### config.mk
export PLATFORM = sky130hd
export DESIGN_NAME = min_sec_count
export DESIGN_NICKNAME = d
export VERILOG_FILES = /design/src/rtl/min_sec_count.sv
export SDC_FILE = /design/constraint.sdc
export NUM_CORES = 1
export LEC_CHECK = 0
export BUFFER_PORTS_ARGS = -buffer_cell sky130_fd_sc_hd__buf_2
export CORE_MARGIN = 10
export CORE_UTILIZATION = 30
export DETAILED_ROUTE_END_ITERATION = 12
export PLACE_DENSITY = 0.45
export SYNTH_ARGS = -nofsm -noshare
export SYNTH_HDL_FRONTEND = slang
export SYNTH_SLANG_ARGS = --single-unit
### constraint.sdc
create_clock -name clk -period 5 [get_ports clk]
set_clock_uncertainty 0.15 [all_clocks]
set_input_delay 0.5 -clock clk [delete_from_list [all_inputs] [get_ports clk]]
set_output_delay 0.5 -clock clk [all_outputs]
set_load 0.02 [all_outputs]
### src/rtl/min_sec_count.sv
// rtl/min_sec_count.sv - minutes/seconds BCD counter with seven-segment digit outputs and hour carry
//
// Purpose:
//   Counts seconds 00-59 and minutes 00-59 from a one-cycle seconds tick.
//   Drives four seven-segment digit codes and a one-cycle carry pulse for
//   the downstream hour counter.
//
// Optional feature macro: MIN_SEC_DP_BLINK_EN
//   When defined, m0[7] (the decimal point) is the inverse of the seconds
//   ones LSB, giving a colon blink. When undefined, m0[7] is constant 0.
//
// Ports:
//   clk      in   system clock, all state updates on posedge
//   rst      in   synchronous reset, active-low
//   enb      in   seconds tick, one clk cycle per second
//   adv_min  in   one-cycle pulse, advances minutes by one with no hour carry
//   clr_sec  in   level, holds seconds at 00 while high
//   s0/s1    out  seconds ones/tens segment code {dp,g,f,e,d,c,b,a}
//   m0/m1    out  minutes ones/tens segment code {dp,g,f,e,d,c,b,a}
//   hr_enb   out  registered one-cycle carry on the 59:59 -> 00:00 rollover

module min_sec_count #(
    parameter int SEC_MAX = 59,
    parameter int MIN_MAX = 59
) (
    input  logic       clk,
    input  logic       rst,
    input  logic       enb,
    input  logic       adv_min,
    input  logic       clr_sec,
    output logic [7:0] s0,
    output logic [7:0] s1,
    output logic [7:0] m0,
    output logic [7:0] m1,
    output logic       hr_enb
);

    logic [3:0] sec_t, sec_o, min_t, min_o;
    logic       hr_q;

    logic       sec_at_max, min_at_max, sec_carry, hr_next;
    logic [7:0] sec_next, min_step1, min_next;
    logic [7:0] m0_code;

    // Increment a {tens,ones} BCD pair, wrapping to 00 after the terminal value.
    function automatic logic [7:0] bcd_inc(input logic [3:0] t, input logic [3:0] o, input int max);
        logic [7:0] r;
        if ((int'(t) * 10 + int'(o)) == max)
            r = 8'h00;
        else if (o == 4'd9)
            r = {t + 4'd1, 4'd0};
        else
            r = {t, o + 4'd1};
        return r;
    endfunction

    function automatic logic [7:0] seg(input logic [3:0] d);
        logic [7:0] r;
        case (d)
            4'd0:    r = 8'h3F;
            4'd1:    r = 8'h06;
            4'd2:    r = 8'h5B;
            4'd3:    r = 8'h4F;
            4'd4:    r = 8'h66;
            4'd5:    r = 8'h6D;
            4'd6:    r = 8'h7D;
            4'd7:    r = 8'h07;
            4'd8:    r = 8'h7F;
            4'd9:    r = 8'h6F;
            default: r = 8'h00;
        endcase
        return r;
    endfunction

    always_comb begin
        sec_at_max = (int'(sec_t) * 10 + int'(sec_o)) == SEC_MAX;
        min_at_max = (int'(min_t) * 10 + int'(min_o)) == MIN_MAX;
        // A cleared seconds field never carries into minutes.
        sec_carry  = enb && !clr_sec && sec_at_max;
        // The hour carry is judged on the tick's own minute step, before any
        // adv_min step is applied on top of it.
        hr_next    = sec_carry && min_at_max;

        if (clr_sec)
            sec_next = 8'h00;
        else if (enb)
            sec_next = bcd_inc(sec_t, sec_o, SEC_MAX);
        else
            sec_next = {sec_t, sec_o};

        min_step1 = sec_carry ? bcd_inc(min_t, min_o, MIN_MAX) : {min_t, min_o};
        min_next  = adv_min ? bcd_inc(min_step1[7:4], min_step1[3:0], MIN_MAX) : min_step1;
    end

    always_ff @(posedge clk) begin
        if (!rst) begin
            sec_t <= 4'd0;
            sec_o <= 4'd0;
            min_t <= 4'd0;
            min_o <= 4'd0;
            hr_q  <= 1'b0;
        end else begin
            sec_t <= sec_next[7:4];
            sec_o <= sec_next[3:0];
            min_t <= min_next[7:4];
            min_o <= min_next[3:0];
            hr_q  <= hr_next;
        end
    end

    assign m0_code = seg(min_o);
    assign s0      = seg(sec_o);
    assign s1      = seg(sec_t);
    assign m1      = seg(min_t);
    assign hr_enb  = hr_q;

`ifdef MIN_SEC_DP_BLINK_EN
    assign m0 = {~sec_o[0], m0_code[6:0]};
`else
    assign m0 = m0_code;
`endif

endmodule

==> reports/qor.txt <==
Worst min-delay path class = input port to flip-flop
Ant diodes = 0
Hpwl dp = 5990 microns
Actual slew at the worst max-slew pin = 0.722 ns
GRT Util Overall = 10.3%
Die X = 124 microns
# setup viols final = 0
Flop2flop setup slack = 0.04 ns
H-tree depth = 2
Hold_ws = 0.392 ns
CP Capture Point = m1[0]$_DFF_P_
Share of layout cells above drive strength 1 = 36.9%
Prevailing post-synth register cell = dfxtp_1
Clock root cell = clkbuf_8
Pins Over Slew Limit = 0
Critical Path Start = min_t[3]$_SDFF_PN0_
Initial Util = 31.2%
DR WL/cell = 13.7 microns
Slowest-stage cell, CP = fa_1
Switching Share = 25.6%
Count leader, synth = ha_1
Cell area power density = 155 nW/um^2
Clock share of power = 32.9%
GP Congestion = 0.778
Vias = 2742
Number of global-route vias before repair = 2685
Clock transition at the registers of the reported paths = 0.08 ns
Avg Inst Size Synth = 9.17 sq um
Leak Pwr = 0.00187 uW
Final Hold Vio Count = 0
DRT iter0 DRCs = 141
Register area share after synthesis = 27.7%
Design Power = 672 uW
FP Rows = 37
Area post-placement = 3870 sq um
Die Ht = 124 microns
I/O pins = 38
Post-Syn Instances = 354
FF-to-FF path depth = 20
Initial antenna violation count = 0
RSZ-0062 raised after global routing = yes
Fmax = 201 MHz
Synth top area share = 27.7%
Synth cell types = 67
Nets = 501
Area leader, netlist = dfxtp_1
Pint = 500 uW
Crit path cell chain = ha_4, ha_4, fa_1, and4_1, nand2_2, buf_4, o41ai_4, nand3_1, a32o_2, ha_4, ha_4, inv_2, fa_2, nand4b_1, o41ai_4, buf_4, buf_6, or3b_4, mux2_4, o22ai_2
CTS tree = yes
Netlist Area Pre-Place = 3250 sq um
Post-synthesis async set-or-reset flop share = 0%
Largest net degree at the start of global routing = 13
Minimum clock period = 4.96 ns
R2r endpoint = m1[0]$_DFF_P_
Critical path class = flip-flop to flip-flop
Clock latency on the worst-skew pair = 0.30 ns
Flops & latches, synth = 45
Worst EP required = 5.08 ns
CTS sink count = 45
First-pass GRT wire length = 12700 microns
Routed vias/inst = 4.77
TritonCTS Buffers = 5
Total die area = 15400 sq um
Area added between synthesis and finish = 33.1%
Status = finished, final reports clean
Max VDD drop = 0.0962 mV
Slew headroom = 51.9%
CP max stage delay = 0.54 ns
Gate power share = 12.0%
Part of the power in registers = 55.2%
GR Overflow Total = 0
Worst EP arrival = 5.04 ns
Final WL = 7900 microns
Hold buffer count at CTS = 0
IO Port Bufs = 33
Ranking of synthesized cells by area = dfxtp_1 (28%), ha_1 (20%), fa_1 (3.7%)
Synth Warn # = 0
Clock Tree Buf Depth = 2
Util after Layout = 41.5%
# DRC = 0
CP endpoint kind = flip-flop
Worst reg2reg startpoint = min_t[3]$_SDFF_PN0_
Critical path's most frequent cell = ha_4
Period utilization = 99.3%
Post-synth EDFFs = 0
Max_cap viols = 0
Critical Path Fanout Max = 4
Startpoint types = flip-flop
P_sw = 172 uW
DRT antenna net count = 0
DRT Pass-1 Iters = 4
Design area = 4320 sq um
Core area = 10400 sq um
Synth top cells by count = ha_1 (52), dfxtp_1 (45), inv_1 (32), nor2_1 (25), nand2_1 (19)
-- layout make-up --
type / instances / area [sq um]
well taps: 136 / 170
flip-flops and latches: 45 / 905
multi-input cells: 268 / 2450
inverters: 35 / 136
clock buffers: 8 / 80.1
fillers: 1046 / 6090
repair buffers: 83 / 579
-- sequential cells by signal, indices dropped and copies added (netlist names) --
| signal | flops |
|---|---|
| hr_enb | 1 |
| s0 | 7 |
| m1 | 7 |
| min_o | 4 |
| sec_t | 4 |
| s1 | 7 |
| m0 | 7 |
| sec_o | 4 |
| min_t | 4 |
-- critical path, delay by kind of cell, from the launching register on --
family | cells | cell delay (ns)
AOI/OAI and AO/OA | 4 | 1.01
muxes | 1 | 0.33
buffers and inverters | 4 | 0.48
and+or+nand+nor | 5 | 0.80
adders and majority gates | 6 | 1.77
DFF | 1 | 0.34
-- placed cells by master (no fill, tap or decap), drive strengths merged, types with 3 or more instances in the layout --
cell type,instances
o2111ai,3
dfxtp,45
xor2,3
nor2,25
mux2i,7
nor4,4
or2,3
o21ai,16
xnor2,9
buf,83
nand2b,6
clkbuf,8
a21oi,21
nand2,19
a22o,4
ha,52
nand4,3
nor2b,3
a21o,4
nand3,11
o22ai,7
and2,8
and3,9
nor3,5
conb,4
fa,6
inv,35
-- cell families (layout without fill, tap and decap cells) --
logic type      Yosys count  count (layout)  synth area share, %
xor+xnor                 12              12                 3.47
other cells               1               4                0.115
flops                    45              45                 27.7
fa+ha+maj                58              58                 23.7
mux                       9               9                 3.35
buf+inv                  44             126                 5.93
simple gates            107             107                 18.7
compound gates           78              78                 17.0
-- per-stage QoR --
stage / cells / worst slack, ns / setup TNS [ns]
after floorplan: 357 / 0.00604 / 0
after global placement: 558 / -0.0588 / -0.258
after detailed placement: 558 / -0.155 / -1.21
after CTS: 568 / 0.0117 / 0
after global routing: 575 / -0.167 / -1.82
final: 575 / 0.0367 / 0
-- timing repair --
| action | 4_1_cts | 5_1_grt |
|---|---|---|
| cloned | 0 | 0 |
| endpoints found under the hold margin | 0 | 0 |
| gates resized for setup | 3 | 61 |
| buffers inserted | 2 | 7 |
| pin swaps | 3 | 28 |
| endpoints found under the setup margin | 14 | 16 |
-- power groups by stage --
stage               registers, uW  clock network [uW]  logic, uW
finish                        371                 221       80.4
global placement              379                   0       76.7
detailed placement            379                   0       76.2
floorplan                     388                   0       41.8
global route                  372                 252       90.4
CTS                           371                 235       77.9
-- how the worst min path moves through the flow --
stage	slack (ns)	startpoint	endpoint	depth (start not counted)
finish	0.39	enb	sec_o[0]$_SDFFE_PP0P_	3
global route	0.40	rst	min_o[0]$_SDFF_PN0_	2
CTS	0.38	enb	sec_o[0]$_SDFFE_PP0P_	3
detailed placement	0.49	sec_o[0]$_SDFFE_PP0P_	sec_o[0]$_SDFFE_PP0P_	2
global placement	0.49	sec_o[0]$_SDFFE_PP0P_	sec_o[0]$_SDFFE_PP0P_	2
floorplan	0.42	sec_o[0]$_SDFFE_PP0P_	sec_o[0]$_SDFFE_PP0P_	2
-- layer usage --
metal | track usage [%] | up-vias | part of all wire (%)
met4 | 3.67 | 0 | 1.7
met3 | 2.31 | 10 | 3.4
li1 | - | 1420 | -
met1 | 12.1 | 1279 | 44
met5 | 0 | - | 0
met2 | 18.0 | 33 | 51
No activity file was read; power rests on OpenSTA's default activity.
